## src/rtl/quadrature_gen.sv

```systemverilog
// Quadrature A/B generator: walks a Gray-coded two-phase output toward a loaded
// target position, one edge per programmable interval, shortest path with wrap.
module quadrature_gen #(
    parameter int WIDTH     = 8,
    parameter int DIV_WIDTH = 16
) (
    input  logic                 clk,
    input  logic                 reset,
    input  logic [WIDTH-1:0]     target,
    input  logic [DIV_WIDTH-1:0] period,
    input  logic                 load,
    output logic                 a,
    output logic                 b,
    output logic [WIDTH-1:0]     position,
    output logic                 busy,
    output logic                 done
);

    typedef enum logic {IDLE, RUN} state_t;

    state_t               state_q, state_d;
    logic [1:0]           p_q, p_d;
    logic                 half_q, half_d;
    logic                 dir_q, dir_d;
    logic [WIDTH-1:0]     pos_d;
    logic [WIDTH-1:0]     tgt_q, tgt_d;
    logic [DIV_WIDTH-1:0] div_q, div_d;
    logic [DIV_WIDTH-1:0] interval_m1;
    logic                 done_d;
    logic                 a_d, b_d;
    logic [WIDTH-1:0]     diff;
    logic                 step_up;
    logic                 tick;

    assign diff        = tgt_q - position;
    // A half-finished step always completes in the direction it started.
    assign step_up     = half_q ? dir_q : ~diff[WIDTH-1];
    assign interval_m1 = (period == '0) ? '0 : period - DIV_WIDTH'(1);
    // >= rather than == so a shortened period takes effect at the next compare.
    assign tick        = (div_q >= interval_m1);
    assign busy        = (state_q == RUN);

    always_comb begin
        // NOTE: every combinational output gets a default first so no latch is inferred.
        state_d = state_q;
        p_d     = p_q;
        half_d  = half_q;
        dir_d   = dir_q;
        pos_d   = position;
        tgt_d   = load ? target : tgt_q;
        div_d   = div_q;
        done_d  = 1'b0;

        case (state_q)
            IDLE: begin
                div_d = '0;
                if (diff != '0 && !half_q) state_d = RUN;
            end
            RUN: begin
                if (!half_q && diff == '0) begin
                    // Retargeted onto the current position at a step boundary.
                    state_d = IDLE;
                    div_d   = '0;
                    done_d  = 1'b1;
                end else if (tick) begin
                    div_d  = '0;
                    dir_d  = step_up;
                    p_d    = step_up ? p_q + 2'd1 : p_q - 2'd1;
                    half_d = ~half_q;
                    if (half_q) begin
                        pos_d = step_up ? position + WIDTH'(1) : position - WIDTH'(1);
                        if (pos_d == tgt_q) begin
                            state_d = IDLE;
                            done_d  = 1'b1;
                        end
                    end
                end else begin
                    div_d = div_q + DIV_WIDTH'(1);
                end
            end
            default: state_d = IDLE;
        endcase

        a_d = (p_d == 2'd1) || (p_d == 2'd2);
        b_d = p_d[1];
    end

    // NOTE: state registers use non-blocking assignments so all flops update together.
    always_ff @(posedge clk or negedge reset) begin
        if (!reset) begin
            state_q  <= IDLE;
            p_q      <= 2'd0;
            half_q   <= 1'b0;
            dir_q    <= 1'b0;
            position <= '0;
            tgt_q    <= '0;
            div_q    <= '0;
            done     <= 1'b0;
            a        <= 1'b0;
            b        <= 1'b0;
        end else begin
            state_q  <= state_d;
            p_q      <= p_d;
            half_q   <= half_d;
            dir_q    <= dir_d;
            position <= pos_d;
            tgt_q    <= tgt_d;
            div_q    <= div_d;
            done     <= done_d;
            a        <= a_d;
            b        <= b_d;
        end
    end

endmodule

```

## config.mk

```make
export PLATFORM = sky130hd
export DESIGN_NAME = quadrature_gen
export DESIGN_NICKNAME = d
export VERILOG_FILES = /design/src/rtl/quadrature_gen.sv
export SDC_FILE = /design/constraint.sdc
export NUM_CORES = 1
export LEC_CHECK = 0
export CAP_MARGIN = 20
export CORE_ASPECT_RATIO = 1.2
export CORE_MARGIN = 2
export CORE_UTILIZATION = 56
export DETAILED_ROUTE_END_ITERATION = 10
export PLACE_DENSITY = 0.83
export SLEW_MARGIN = 20
export SYNTH_ARGS = -nofsm -noshare
export SYNTH_HDL_FRONTEND = slang
export SYNTH_SLANG_ARGS = --single-unit
```

## constraint.sdc

```tcl
create_clock -name clk -period 5 [get_ports clk]
set_input_delay 1 -clock clk [delete_from_list [all_inputs] [get_ports clk]]
set_output_delay 1 -clock clk [all_outputs]
set_load 0.1 [all_outputs]
```

==> flow_summary.toml, run 1 <==
[run_status]
status = "finished clean"

[worst_setup_path]
cp.arrival_ns = 4.93
cp_cell_sequence = "clkdlybuf4s50_1 > or4_4 > or3_4 > or4_1 > nand4bb_1 > buf_4 > nand2_1 > ha_1 > a21o_1 > a211oi_1 > o21ai_0 > o21a_1 > o21ai_4 > mux2_2"
cp_data_required_time_ns = 5.18
max_stage_delay_ns = 0.55
end_kind = "register"
reg2regPathDepth = 16
path_class = "primary input to register"
crit_slowest_cell = "or4_4"
crit_path_max_fanout = 9
startpoint_type = "primary input"

[clocking]
numCtsBuffers = 5
clockBufferDepth = 2
clk_pin_slew_ns = 0.08
clock-sinks = 39
cts_resized = 0
post_cts_buffers = 0
cts-root-buf = "clkbuf_8"
cts_tree = "done"
hold_buffers = 0
insertion_delay_ns = 0.29
cts-htree-levels = 2

[drt]
final_antenna_net_count = 0
wl_per_cell_um = 14.7
drc = 0
vias_per_cell = 5.75
routed-via-count = 2593
firstDrtPassIters = 4
wirelength_mm = 6.61
drt_iter0_markers = 86

[yosys]
syn_nets = 400
ys_types = 58
syn_inst = 345
synth.avg_cell_area_um2 = 9.11
synth_seq_area_share = 0.311
yosys_warnings = 0
synth_top_flop_cell = "dfrtp_1"
async_reset_ff_frac = 1.00
synth-edff-count = 0
ys_seq_elements = 39
syn-cell-area_um2 = 3140

[power]
pwr-share-comb = 0.283
ir_drop_v = 0.000218
pwr-share-seq = 0.407
power_density_nw_per_um2 = 267
p_switching_mw = 0.308
p_leak_nw = 1.73
power.share.switching = 0.309
clkPwrFrac = 0.311
p_int_mw = 0.689

[floorplan]
pin_count = 39
fp-row-count = 29
core_um2 = 5330
die_w_um = 72.4
die_h_um = 86.1
initial_core_util = 0.589
die_area_um2 = 6230

[cells_and_area]
layout-drive-gt1-share = 0.0951
antenna_cells = 0
fin_area_um2 = 3730
final_cell_mix = "39 x dfrtp_1, 37 x nand2_1, 37 x clkdlybuf4s50_1, 31 x xor2_1, 29 x nor2_1"
nets = 443
area_growth_pct = 18.6
final_util = 0.699
layout_commonest_cell = "dfrtp_1"

[place]
port_buffers = 38
placedInstanceArea_um2 = 3590
hpwl_mm = 5.03
gp_congestion = 0.896

[timing]
fin_crit_ns = 4.76
skew_ns = 0.00713
hold_violations = 0
relSlewSlack = 0.346
finalCritPeriodShare = 0.951
finalSetupViolations = 0
fmax_mhz = 210
worst_slew_pin_slew_ns = 0.978
slew_viol_final = 0
grt_setup_unrepaired = "false"

[worst_hold_path]
hold_class = "register to register"
hold_depth = 1

[grt]
grt_pass1_vias = 2693
track_usage = 0.228
grt_pass1_wl_mm = 11.3
antenna_found_initial = 0
grt.overflow.total = 0
grt_max_degree = 40

[job]
maxCapViolCount = 0
## state kept, by name, indices dropped and copies added (netlist names)
register	flops
b	1
p_q	1
position	8
done	1
tgt_q	8
a	1
dir_q	1
half_q	1
busy	1
div_q	16
## power by group through the flow
| stage | combinational, mW | clock, mW | sequential, mW |
|---|---|---|---|
| finish | 0.282 | 0.310 | 0.405 |
| floorplan | 0.201 | 0 | 0.406 |
| CTS | 0.283 | 0.319 | 0.405 |
| global route | 0.318 | 0.334 | 0.413 |
| global placement | 0.269 | 0 | 0.410 |
| detailed placement | 0.280 | 0 | 0.411 |
## routing by layer
layer | GRT usage | vias to the layer above | routed length [um]
met5 | 0 | - | 0
met1 | 0.249 | 1223 | 2720
li1 | - | 1288 | -
met3 | 0.0341 | 13 | 233
met2 | 0.428 | 69 | 3500
met4 | 0.0976 | 0 | 164
## worst max-delay path, delay by kind of cell
kind,cells,cell delay (ns)
AND/OR/NAND/NOR,5,1.71
adder cells (fa/ha/maj),1,0.25
buffers and inverters,2,0.68
AO/OA/AOI/OAI,5,0.91
multiplexers,1,0.36
## final timing paths
path | startpoint | end | slack, ns
max in group asynchronous | reset | tgt_q[3] | 3.62
hold / removal | b | a | 0.50
hold reg to reg | b | a | 0.50
min in group asynchronous | reset | tgt_q[7] | 0.83
setup / recovery | period[9] | dir_q | 0.24
setup reg to reg | position[1] | busy | 1.14
## synth_stat cells, types with 3 or more instances
master	instances	area [um^2]
and3_1	5	31.3
mux2i_1	6	60.1
dfrtp_1	39	976
mux2_2	10	113
nand3_1	16	80.1
clkbuf_1	5	18.8
nor2b_1	4	25.0
nor4_1	5	31.3
or3_1	4	25.0
xnor2_1	21	184
and2_1	3	18.8
nor2_1	29	109
inv_1	18	67.6
a211oi_1	3	22.5
a21oi_1	7	35.0
a21o_1	3	22.5
ha_1	27	338
nand2b_1	6	37.5
o21ai_0	15	75.1
nand2_1	37	139
nor3_1	9	45.0
xor2_1	31	272
## final cells by class
class                           instances  area [um^2]
Clock inverter                          3         67.6
Multi-Input combinational cell        278         2030
Fill cell                             411         1610
Clock buffer                            5         68.8
Timing Repair Buffer                   46          435
Tap cell                               62         77.6
Inverter                               18         67.6
Sequential cell                        39          976
## cells by family (layout without fill, tap and decap cells)
logic type | count (synthesis) | in the layout | synth area share
flops | 39 | 39 | 0.311
xor+xnor | 53 | 53 | 0.150
simple gates | 129 | 129 | 0.206
mux | 16 | 16 | 0.0550
buf+inv | 28 | 72 | 0.0434
fa+ha+maj | 28 | 28 | 0.114
compound gates | 52 | 52 | 0.121
## stage by stage
step	hold slack (ns)	setup TNS [ns]	cells	power (mW)	worst slack [ns]
floorplan	0.469	0	345	0.606	0.473
global placement	0.497	0	443	0.678	0.0275
detailed placement	0.500	-0.419	443	0.691	-0.102
CTS	0.507	0	451	1.01	0.223
global route	0.553	0	451	1.07	0.0692
finish	0.500	0	451	0.996	0.244
Note: power is estimated with default switching activity, not from simulation.
==> run 2: changes to the inputs <==
CORE_MARGIN = unset   (was 2)
==> flow_summary.toml, run 2 (same netlist as run 1, synthesis figures left out) <==
[power]
power_mw = 0.957
power_density_nw_per_um2 = 258
ir_drop_v = 0.000166
p_leak_nw = 1.73

[drt]
drt_iter0_markers = 146
top_layer = "met4"
drc = 0
wl_met3_um = 201
wl_met1_mm = 2.74
routed-via-count = 2611
vias_per_cell = 5.79
final_antenna_net_count = 0
firstDrtPassIters = 5
wirelength_mm = 6.53
wl_per_cell_um = 14.5
routed-wl-met2_mm = 3.39

[floorplan]
die_area_um2 = 5920
initial_core_util = 0.589
core_um2 = 5330
pin_count = 39
die_w_um = 70.4
fp-row-count = 29
die_h_um = 84.1

[clocking]
numCtsBuffers = 5
hold_buffers = 0
clk_pin_slew_ns = 0.08
insertion_delay_ns = 0.30
clock-sinks = 39
cts_resized = 0
clockBufferDepth = 2
cts_tree = "done"
post_cts_buffers = 0
cts-root-buf = "clkbuf_8"
cts-htree-levels = 2

[worst_setup_path]
cp_cell_sequence = "clkdlybuf4s50_1 > or4_4 > or3_4 > or4_1 > nand4bb_1 > buf_4 > nand2_1 > ha_1 > o2111ai_1 > a211o_1 > a21oi_1 > o211a_1 > a21boi_0 > nand4_1 > o211a_1"
cp_data_required_time_ns = 5.19
cp.arrival_ns = 4.99
r2r-start = "position[4]"
end_kind = "register"
critPathTopFamily = "simple AND/OR/NAND/NOR gates"
path_class = "primary input to register"
max_stage_delay_ns = 0.55
crit_path_max_fanout = 9
rr_endpoint = "busy"
crit_slowest_cell = "or4_4"
reg2regPathDepth = 16
cp_common_cell = "o211a_1"
startpoint_type = "primary input"
r2r_slack_ns = 1.05
path_buf_inv = 2

[timing]
worst_slew_pin_slew_ns = 0.968
hold_violations = 0
finalCritPeriodShare = 0.959
grt_setup_unrepaired = "false"
finalSetupViolations = 0
slew_viol_final = 0
whs_ns = 0.503
fmax_mhz = 208
skew_ns = 0.00512
fin_crit_ns = 4.80
relSlewSlack = 0.353

[cells_and_area]
layout-drive-gt1-share = 0.0925
instances_no_fill = 451
layout_top_registers = "div_q (16), position (8), tgt_q (8)"
nets = 443
area_growth_pct = 17.9
largest_reg_flops = 16
final_cell_mix = "39 x dfrtp_1, 37 x nand2_1, 37 x clkdlybuf4s50_1, 31 x xor2_1, 29 x nor2_1"
layout_commonest_cell = "dfrtp_1"
fin_area_um2 = 3700
regArea_um2 = 976
multiInputGateArea_um2 = 2030
top_register = "div_q"
antenna_cells = 0
n_fill_cell = 411

[grt]
grt_max_degree = 40
grt_pass1_wl_mm = 11.3
track_usage = 0.237
antenna_found_initial = 0
grt.overflow.total = 0
grt_pass1_vias = 2636

[place]
gp_congestion = 0.898
hpwl_mm = 4.88
placedInstanceArea_um2 = 3590
port_buffers = 38
place_inst = 443

[worst_hold_path]
hold_depth = 1
hold_class = "register to register"
holdCritStartpoint = "b"
hold-path-endpoint = "a"

[run_status]
status = "finished clean"

[job]
maxCapViolCount = 0
-- run 2: worst max path at each step --
stage,depth (start not counted),slack (ns),startpoint,endpoint
2_1_floorplan,16,0.47,period[9],busy
3_3_place_gp,15,0.03,period[9],busy
3_5_place_dp,15,-0.12,period[9],busy
4_1_cts,15,0.19,period[9],busy
5_1_grt,15,0.02,period[9],busy
6_report,15,0.20,period[9],busy
-- run 2: where the power goes --
group	internal, mW	switching, mW	leakage, nW
sequential	0.354	0.0503	0.505
combinational	0.136	0.144	1.16
clock	0.161	0.110	0.0612
total	0.651	0.305	1.73
-- run 2: layer usage --
metal / vias up / GRT usage
met2: 63 / 0.426
li1: 1291 / -
met4: 0 / 0.122
met5: - / 0
met3: 20 / 0.0350
met1: 1237 / 0.266
-- run 2: area by class of cell --
class	instances	area share
Sequential cell	39	0.264
Clock buffer	6	0.0223
Inverter	18	0.0182
Timing Repair Buffer	46	0.118
Multi-Input combinational cell	278	0.548
Tap cell	62	0.0209
Clock inverter	2	0.00946
-- run 2: per-stage QoR --
step	worst slack (ns)	TNS [ns]	utilization
after detailed placement	-0.117	-0.269	0.672
after global routing	0.0191	0	0.694
after CTS	0.189	0	0.694
after global placement	0.0282	0	0.672
after floorplan	0.473	0	-
final	0.204	0	0.694
